`config.mk`:
```
export PLATFORM = sky130hd
export DESIGN_NAME = multicycle_ctrl
export DESIGN_NICKNAME = d
export VERILOG_FILES = /design/src/rtl/multicycle_ctrl.sv
export SDC_FILE = /design/constraint.sdc
export NUM_CORES = 1
export LEC_CHECK = 0
export ABC_CLOCK_PERIOD_IN_PS = 4400
export CAP_MARGIN = 30
export CORE_MARGIN = 2
export CORE_UTILIZATION = 25
export DETAILED_ROUTE_END_ITERATION = 8
export GPL_ROUTABILITY_DRIVEN = 0
export PLACE_DENSITY = 0.53
export SYNTH_ARGS = -nofsm -noshare
export SYNTH_HDL_FRONTEND = slang
export SYNTH_SLANG_ARGS = --single-unit
```
`constraint.sdc`:
```
create_clock -name clock -period 4.4 [get_ports clock]
set_clock_uncertainty 0.05 [all_clocks]
set_input_delay 0.88 -clock clock [delete_from_list [all_inputs] [get_ports clock]]
set_output_delay 0.88 -clock clock [all_outputs]
set_load 0.03 [all_outputs]
```
`src/rtl/multicycle_ctrl.sv`:
```
// Multicycle RISC-style datapath controller: FETCH/DECODE/EXEC/MEM/WB sequencing,
// memory wait timeout to FAULT, sticky HALT/FAULT until reset.
//
// Ports:
//   clock      - rising-edge clock
//   start      - asynchronous active-low reset (low = reset state)
//   op         - opcode from the instruction register (OP_W bits)
//   eq         - ALU equality flag
//   mem_ready  - memory access completes this cycle
//   pc_wr, ir_wr, alu_src_a, reg_dst, mem_to_reg, reg_wr, mem_r, mem_w, pc_src
//              - datapath strobes and selects
//   alu_src_b  - 000 regB, 001 const 1, 010 sign-ext imm, 011 branch offset
//   alu_op     - 00 add, 01 subtract, 10 decode funct
//   halted     - high in HALT
//   fault      - high in FAULT
//   state      - current state code
module multicycle_ctrl #(
    parameter int OP_W        = 4,
    parameter int MEM_TIMEOUT = 15
) (
    input  logic            clock,
    input  logic            start,
    input  logic [OP_W-1:0] op,
    input  logic            eq,
    input  logic            mem_ready,
    output logic            pc_wr,
    output logic            ir_wr,
    output logic            alu_src_a,
    output logic            reg_dst,
    output logic            mem_to_reg,
    output logic            reg_wr,
    output logic            mem_r,
    output logic            mem_w,
    output logic            pc_src,
    output logic [2:0]      alu_src_b,
    output logic [1:0]      alu_op,
    output logic            halted,
    output logic            fault,
    output logic [3:0]      state
);

    typedef enum logic [3:0] {
        S_FETCH  = 4'd0,
        S_DECODE = 4'd1,
        S_EXEC_R = 4'd2,
        S_EXEC_I = 4'd3,
        S_ADDR   = 4'd4,
        S_MEM_RD = 4'd5,
        S_MEM_WR = 4'd6,
        S_WB_R   = 4'd7,
        S_WB_I   = 4'd8,
        S_WB_MEM = 4'd9,
        S_BRANCH = 4'd10,
        S_JUMP   = 4'd11,
        S_HALT   = 4'd12,
        S_FAULT  = 4'd13
    } state_t;

    localparam logic [3:0] OPC_R    = 4'b0000;
    localparam logic [3:0] OPC_ADDI = 4'b0001;
    localparam logic [3:0] OPC_LW   = 4'b0010;
    localparam logic [3:0] OPC_SW   = 4'b0011;
    localparam logic [3:0] OPC_BEQ  = 4'b0100;
    localparam logic [3:0] OPC_BNE  = 4'b0101;
    localparam logic [3:0] OPC_JMP  = 4'b0110;
    localparam logic [3:0] OPC_HALT = 4'b1111;

    localparam logic [7:0] TO_LAST = 8'(MEM_TIMEOUT - 1);

    state_t     cur;
    state_t     nxt;
    logic [7:0] wait_cnt;
    logic [7:0] wait_nxt;
    logic       is_bne;
    logic       is_bne_nxt;

    logic [3:0] nib;
    logic       hi_zero;
    logic       in_wait;

    assign nib     = op[3:0];
    // Opcode bits above the low nibble must all be zero for a legal opcode.
    assign hi_zero = ((op >> 4) == '0);
    assign in_wait = (cur == S_FETCH) || (cur == S_MEM_RD) || (cur == S_MEM_WR);

    always_ff @(posedge clock or negedge start) begin
        if (!start) begin
            cur      <= S_FETCH;
            wait_cnt <= 8'd0;
            is_bne   <= 1'b0;
        end else begin
            cur      <= nxt;
            wait_cnt <= wait_nxt;
            is_bne   <= is_bne_nxt;
        end
    end

    // Counter runs only while a wait state is held; any transition clears it,
    // which also covers re-entry to FETCH/MEM_RD/MEM_WR.
    always_comb begin
        wait_nxt = 8'd0;
        if (in_wait && (nxt == cur)) begin
            wait_nxt = wait_cnt + 8'd1;
        end
    end

    // Branch flavour is latched in DECODE so op may change during BRANCH.
    always_comb begin
        is_bne_nxt = is_bne;
        if (cur == S_DECODE) begin
            is_bne_nxt = (nib == OPC_BNE);
        end
    end

    always_comb begin
        nxt        = cur;
        pc_wr      = 1'b0;
        ir_wr      = 1'b0;
        alu_src_a  = 1'b0;
        reg_dst    = 1'b0;
        mem_to_reg = 1'b0;
        reg_wr     = 1'b0;
        mem_r      = 1'b0;
        mem_w      = 1'b0;
        pc_src     = 1'b0;
        alu_src_b  = 3'b000;
        alu_op     = 2'b00;

        unique case (cur)
            S_FETCH: begin
                mem_r     = 1'b1;
                alu_src_b = 3'b001;
                ir_wr     = mem_ready;
                pc_wr     = mem_ready;
                if (mem_ready) begin
                    nxt = S_DECODE;
                end else if (wait_cnt == TO_LAST) begin
                    nxt = S_FAULT;
                end
            end
            S_DECODE: begin
                alu_src_b = 3'b011;
                nxt       = S_FAULT;
                if (hi_zero) begin
                    case (nib)
                        OPC_R:    nxt = S_EXEC_R;
                        OPC_ADDI: nxt = S_EXEC_I;
                        OPC_LW:   nxt = S_ADDR;
                        OPC_SW:   nxt = S_ADDR;
                        OPC_BEQ:  nxt = S_BRANCH;
                        OPC_BNE:  nxt = S_BRANCH;
                        OPC_JMP:  nxt = S_JUMP;
                        OPC_HALT: nxt = S_HALT;
                        default:  nxt = S_FAULT;
                    endcase
                end
            end
            S_EXEC_R: begin
                alu_src_a = 1'b1;
                alu_op    = 2'b10;
                nxt       = S_WB_R;
            end
            S_EXEC_I: begin
                alu_src_a = 1'b1;
                alu_src_b = 3'b010;
                nxt       = S_WB_I;
            end
            S_ADDR: begin
                alu_src_a = 1'b1;
                alu_src_b = 3'b010;
                nxt       = (nib == OPC_SW) ? S_MEM_WR : S_MEM_RD;
            end
            S_MEM_RD: begin
                mem_r = 1'b1;
                if (mem_ready) begin
                    nxt = S_WB_MEM;
                end else if (wait_cnt == TO_LAST) begin
                    nxt = S_FAULT;
                end
            end
            S_MEM_WR: begin
                mem_w = 1'b1;
                if (mem_ready) begin
                    nxt = S_FETCH;
                end else if (wait_cnt == TO_LAST) begin
                    nxt = S_FAULT;
                end
            end
            S_WB_R: begin
                reg_wr  = 1'b1;
                reg_dst = 1'b1;
                nxt     = S_FETCH;
            end
            S_WB_I: begin
                reg_wr = 1'b1;
                nxt    = S_FETCH;
            end
            S_WB_MEM: begin
                reg_wr     = 1'b1;
                mem_to_reg = 1'b1;
                nxt        = S_FETCH;
            end
            S_BRANCH: begin
                alu_src_a = 1'b1;
                alu_op    = 2'b01;
                pc_src    = 1'b1;
                pc_wr     = is_bne ? ~eq : eq;
                nxt       = S_FETCH;
            end
            S_JUMP: begin
                pc_wr  = 1'b1;
                pc_src = 1'b1;
                nxt    = S_FETCH;
            end
            S_HALT:  nxt = S_HALT;
            S_FAULT: nxt = S_FAULT;
            default: nxt = S_FAULT;
        endcase
    end

    assign halted = (cur == S_HALT);
    assign fault  = (cur == S_FAULT);
    assign state  = cur;

endmodule

```
# ---- Yosys cells after proc, flatten, opt, wreduce, memory -nomap -nowiden
# Memory sizes are Yosys's and may differ from the RTL's.
# Cells that the tools add are included.
dict set report classes {
  n_addsub 1
  n_eq_ne 17
  n_mux 19
  n_bitwise 1
  n_reduce_logical 10
}
# op count
set op_table {}
lappend op_table {{4-bit case mux with 9 select lines} 1}
lappend op_table {{4-bit == test (second input constant)} 6}
lappend op_table {{4-bit by 3-bit == test with 1-bit output (second input constant)} 5}
lappend op_table {{4-bit 2-to-1 mux} 4}
lappend op_table {{4-bit by 2-bit == test with 1-bit output (second input constant)} 3}
lappend op_table {{1-bit 2-to-1 mux} 9}
lappend op_table {{8-bit by 1-bit adder with 8-bit output (second input constant)} 1}
lappend op_table {{8-bit by 4-bit == test with 1-bit output (second input constant)} 1}
lappend op_table {{8-bit 2-to-1 mux} 1}
lappend op_table {{2-bit case mux with 3 select lines} 1}
lappend op_table {{2-bit OR reduction} 3}
lappend op_table {{5-bit OR reduction} 1}
lappend op_table {{4-bit by 1-bit == test with 1-bit output (second input constant)} 1}
lappend op_table {{4-bit == test} 1}
lappend op_table {{4-bit zero test} 1}
lappend op_table {{2-bit case mux with 2 select lines} 1}
lappend op_table {{4-bit OR reduction} 1}
lappend op_table {{1-bit case mux with 3 select lines} 1}
lappend op_table {{3-bit OR reduction} 1}
lappend op_table {{1-bit logical OR} 2}
lappend op_table {{2-bit 2-to-1 mux} 1}
lappend op_table {{1-bit logical AND} 1}
lappend op_table {{1-bit inverter} 1}
dict set report totals {
  ff_bits 13
  mem_bits_ro 64
  in_bits 8
  output_inout_bits 20
  word_cells 52
  memories 1
}
# memory words width read_ports rd_clocked_by_memory_dff write_ports line
set mem_list {}
lappend mem_list {{(no name shown)} 16 4 1 0 0 145} ;# case (nib)

# ---- Longest topological paths before layout
dict set report depth {
  depth_word 7
  depth_mapped 6
  ltp_nobuf 6
}

# ---- Least setup slack after synthesis
# No wires, ideal clock.
dict set report synth_timing {
  kind {flip-flop to output port}
  from {reg cur[3], in the netlist state[3]}
  to {out pc_wr}
  t_arrival_ns 1.729
  required_time_ns 3.470
  path_slack_ns 1.741
  stages_incl_launch_ff 6
  n_path_buf 1
  path_cell_list {dfrtp_1 -> buf_4 -> nor2b_1 -> and2_1 -> o21ai_0 -> nand2b_1}
}
dict set report synth_between {
  elab_chain_len 2
  word_cells_on_any_way 4
  cone_classes {eq/ne: 2; mux: 1; reduce/logical: 1}
}
# element line
set synth_rtl {}
lappend synth_rtl {{from (decl)} 70} ;# state_t cur;
lappend synth_rtl {{from (signal assigned)} 92} ;# cur <= nxt;
lappend synth_rtl {{4-bit == test or 4-bit zero test (tied branches)} 129} ;# unique case (cur)
lappend synth_rtl {{1-bit case mux with 3 select lines (*)} 129}
lappend synth_rtl {{to (decl)} 26} ;# output logic pc_wr,
# Every way passes the cells marked *; elsewhere a longest branch is shown, timed or not.

# ---- Worst setup path in the final report
dict set report layout_timing {
  from {in mem_ready}
  to {out pc_wr}
}
dict set report layout_between {
  elab_chain_len 1
}
# element line
set layout_rtl {}
lappend layout_rtl {{from (decl)} 25} ;# input logic mem_ready,
lappend layout_rtl {{1-bit case mux with 3 select lines} 129}
# No other way between the ends.

==> flow_summary.json <==
{
  "antenna_left": 0,
  "synthCells": 142,
  "intPower_mw": 0.5265,
  "die_area_sq_mm": 0.005555,
  "hold_path_class": "register to register",
  "hold_buffers": 0,
  "drt-initial-drc-count": 87,
  "multi_input_area_sq_um": 808.3,
  "setup_violations": 0,
  "via_count": 1129,
  "dp_cells": 227,
  "start_util": 0.2616,
  "crit_path_start_kind": "primary input",
  "final_area_sq_mm": 0.001556,
  "io_pins": 28,
  "dpl.hpwl_um": 2325,
  "fin_ws_ns": 0.9127,
  "status": "completed",
  "ys_top_cells_by_count": "dfrtp_1, nor2_1, a211oi_1",
  "port_buffers": 26,
  "clkPwrFrac": 0.091,
  "die-width_um": 74.53,
  "critical_path.max_stage_delay_ns": 0.67,
  "dr.pass1.iters": 4,
  "ys_warn_count": 0,
  "drt_wl_total_um": 3083,
  "syn_avg_cell_area_sq_um": 8.758,
  "ys_seq_elements": 13,
  "synthFlopType": "dfrtp_1",
  "vdd_ir_drop_max_mv": 0.1768,
  "crit_top_cell": "clkdlybuf4s50_1",
  "nNetsFinal": 175,
  "netlist_area_sq_mm": 0.001244,
  "slew_headroom": 0.5223,
  "whs_ns": 0.5028,
  "fillers": 508,
  "comb_power_share": 0.698,
  "first_global_vias": 1077,
  "crit_family": "buffers and inverters",
  "cts_setup_buffers": 0,
  "hold_viol_final": 0,
  "fin_util": 0.3274,
  "routed_via_density": 4.887,
  "dp_slack_ns": 0.9438,
  "core_region_area_sq_mm": 0.004755,
  "grt_use_total": 0.1167,
  "wl_per_cell_um": 13.35,
  "grt_overflow": 0,
  "fin_tns_setup_ns": 0,
  "seqCellArea_sq_um": 325.3,
  "tritoncts": "yes",
  "wl_met3_um": 132,
  "cp_data_arrival_time_ns": 2.56,
  "synth_top_area_frac": 0.2616,
  "slew_viol_final": 0,
  "synth_edf_count": 0,
  "drv_cap": 0,
  "yosysMostFrequentCell": "dfrtp_1",
  "clock_latency_ns": 0.24,
  "worst_pin_slew_ns": 0.7165,
  "p_switching_mw": 0.6046,
  "critPathRequiredTime_ns": 3.47,
  "timing_worst_setup_path_type": "primary input to output pin",
  "yosysTopAreaCell": "dfrtp_1",
  "ys_types": 49,
  "cp_max_fo": 9,
  "dpl_cell_area_sq_mm": 0.001511,
  "rsz0062_at_grt": "false",
  "critPathBufInv": 2,
  "clock_path_buffers": 2,
  "cp_cell_sequence": "clkdlybuf4s50_1 -> and3_2 -> nand2b_1 -> clkdlybuf4s50_1",
  "cts_buffers": 3,
  "grt_start_max_net_pins": 23,
  "clk_pin_slew_worst_paths_ns": 0.05,
  "synthArstFlopShare": 1.000,
  "top_layer": "met4",
  "fmaxAchievable_ghz": 0.2868,
  "grt_pass1_wl_um": 5064,
  "cts-root-buf": "clkbuf_8",
  "p_sw_frac": 0.5345,
  "clock_sinks": 13,
  "ctsResizeCount": 0,
  "wl_met1_um": 1425,
  "antenna_cells": 0,
  "endpoint_kind": "output pin",
  "wl_met2_um": 1503,
  "fin_crit_sh": 0.7926,
  "cts-htree-levels": 1,
  "cp_slowest_cell": "clkdlybuf4s50_1",
  "power_density_mw_per_mm2": 726.7,
  "synth_area_leaders": "dfrtp_1, a211oi_1, buf_6",
  "fin_cells": 231,
  "total_power_mw": 1.131,
  "leakagePower_nw": 0.5798,
  "fp.dieH_um": 74.53,
  "syn_nets": 152,
  "antenna_found_initial": 0,
  "seq_area_frac_synth": 0.2616,
  "drc": 0,
  "area_growth_pct": 25.15,
  "drive_above_1_share": 0.1220,
  "rows": 25,
  "seqPwrFrac": 0.211,
  "period_minus_slack_ns": 3.487
}
per-layer routing:
| metal | global-route usage | vias to the layer above |
|---|---|---|
| met5 | 0 | - |
| met4 | 0.02976 | 0 |
| met3 | 0.01491 | 2 |
| met2 | 0.1908 | 32 |
| met1 | 0.1628 | 532 |
| li1 | - | 563 |
power by group through the flow:
stage	registers (mW)	logic, mW	clock network, mW
2_1_floorplan	0.220	0.597	0
6_report	0.239	0.790	0.103
3_5_place_dp	0.240	0.797	0
5_1_grt	0.248	0.857	0.116
4_1_cts	0.237	0.799	0.108
3_3_place_gp	0.238	0.789	0
layout make-up:
type,instances,share of cell area
well taps,67,0.05386
multi-input cells,114,0.5193
repair buffers,28,0.1768
flip-flops and latches,13,0.2090
inverters,5,0.01206
clock buffers,4,0.02894
cells in the final DEF, fill, tap and decap left out, types with 2 or more instances in the layout:
cell,Yosys,final
clkdlybuf4s50_1,0,26
dfrtp_1,13,13
nor2_1,12,12
a211oi_1,10,10
nand2_1,9,9
o21ai_0,9,9
a21oi_1,8,8
xor2_1,6,6
nor3_1,5,5
nand2b_1,4,4
nand4_1,4,4
nor2b_1,3,3
and2_1,3,3
inv_1,3,3
nand3_1,3,3
clkbuf_8,0,3
inv_2,2,2
and3_1,2,2
mux2_2,2,2
a21o_1,2,2
a31oi_2,2,2
o211ai_4,2,2
xnor2_1,2,2
ha_1,2,2
buf_4,4,2
state kept, by name (all words and copies together), names as in the netlist:
signal    flops
is_bne        1
state         4
wait_cnt      8
worst register-to-register path: stages, from the launching register on:
cell,delay [ns]
dfrtp_1,0.69
buf_4,0.27
nor2b_1,0.09
o311ai_4,0.35
o211ai_4,0.17
a211oi_1,0.29
path summary, 6_finish.rpt:
path,from,to,slack [ns],cells past startpoint
min in group asynchronous,start,wait_cnt[0],0.96,1
worst max register to register,state[1],wait_cnt[2],2.38,5
worst max-delay path,mem_ready,pc_wr,0.91,4
worst min register to register,wait_cnt[0],wait_cnt[0],0.50,1
worst min-delay path,wait_cnt[0],wait_cnt[0],0.50,1
max in group asynchronous,start,state[3],2.95,1
cell families after synthesis:
family                   synth area share
AND/OR/NAND/NOR                    0.2646
multiplexers                      0.01811
XOR/XNOR                          0.05634
flip-flops                         0.2616
AO/OA/AOI/OAI                      0.2877
other                            0.003015
buffers and inverters             0.08853
adder cells (fa/ha/maj)           0.02012
(Power assumes the default switching activity.)
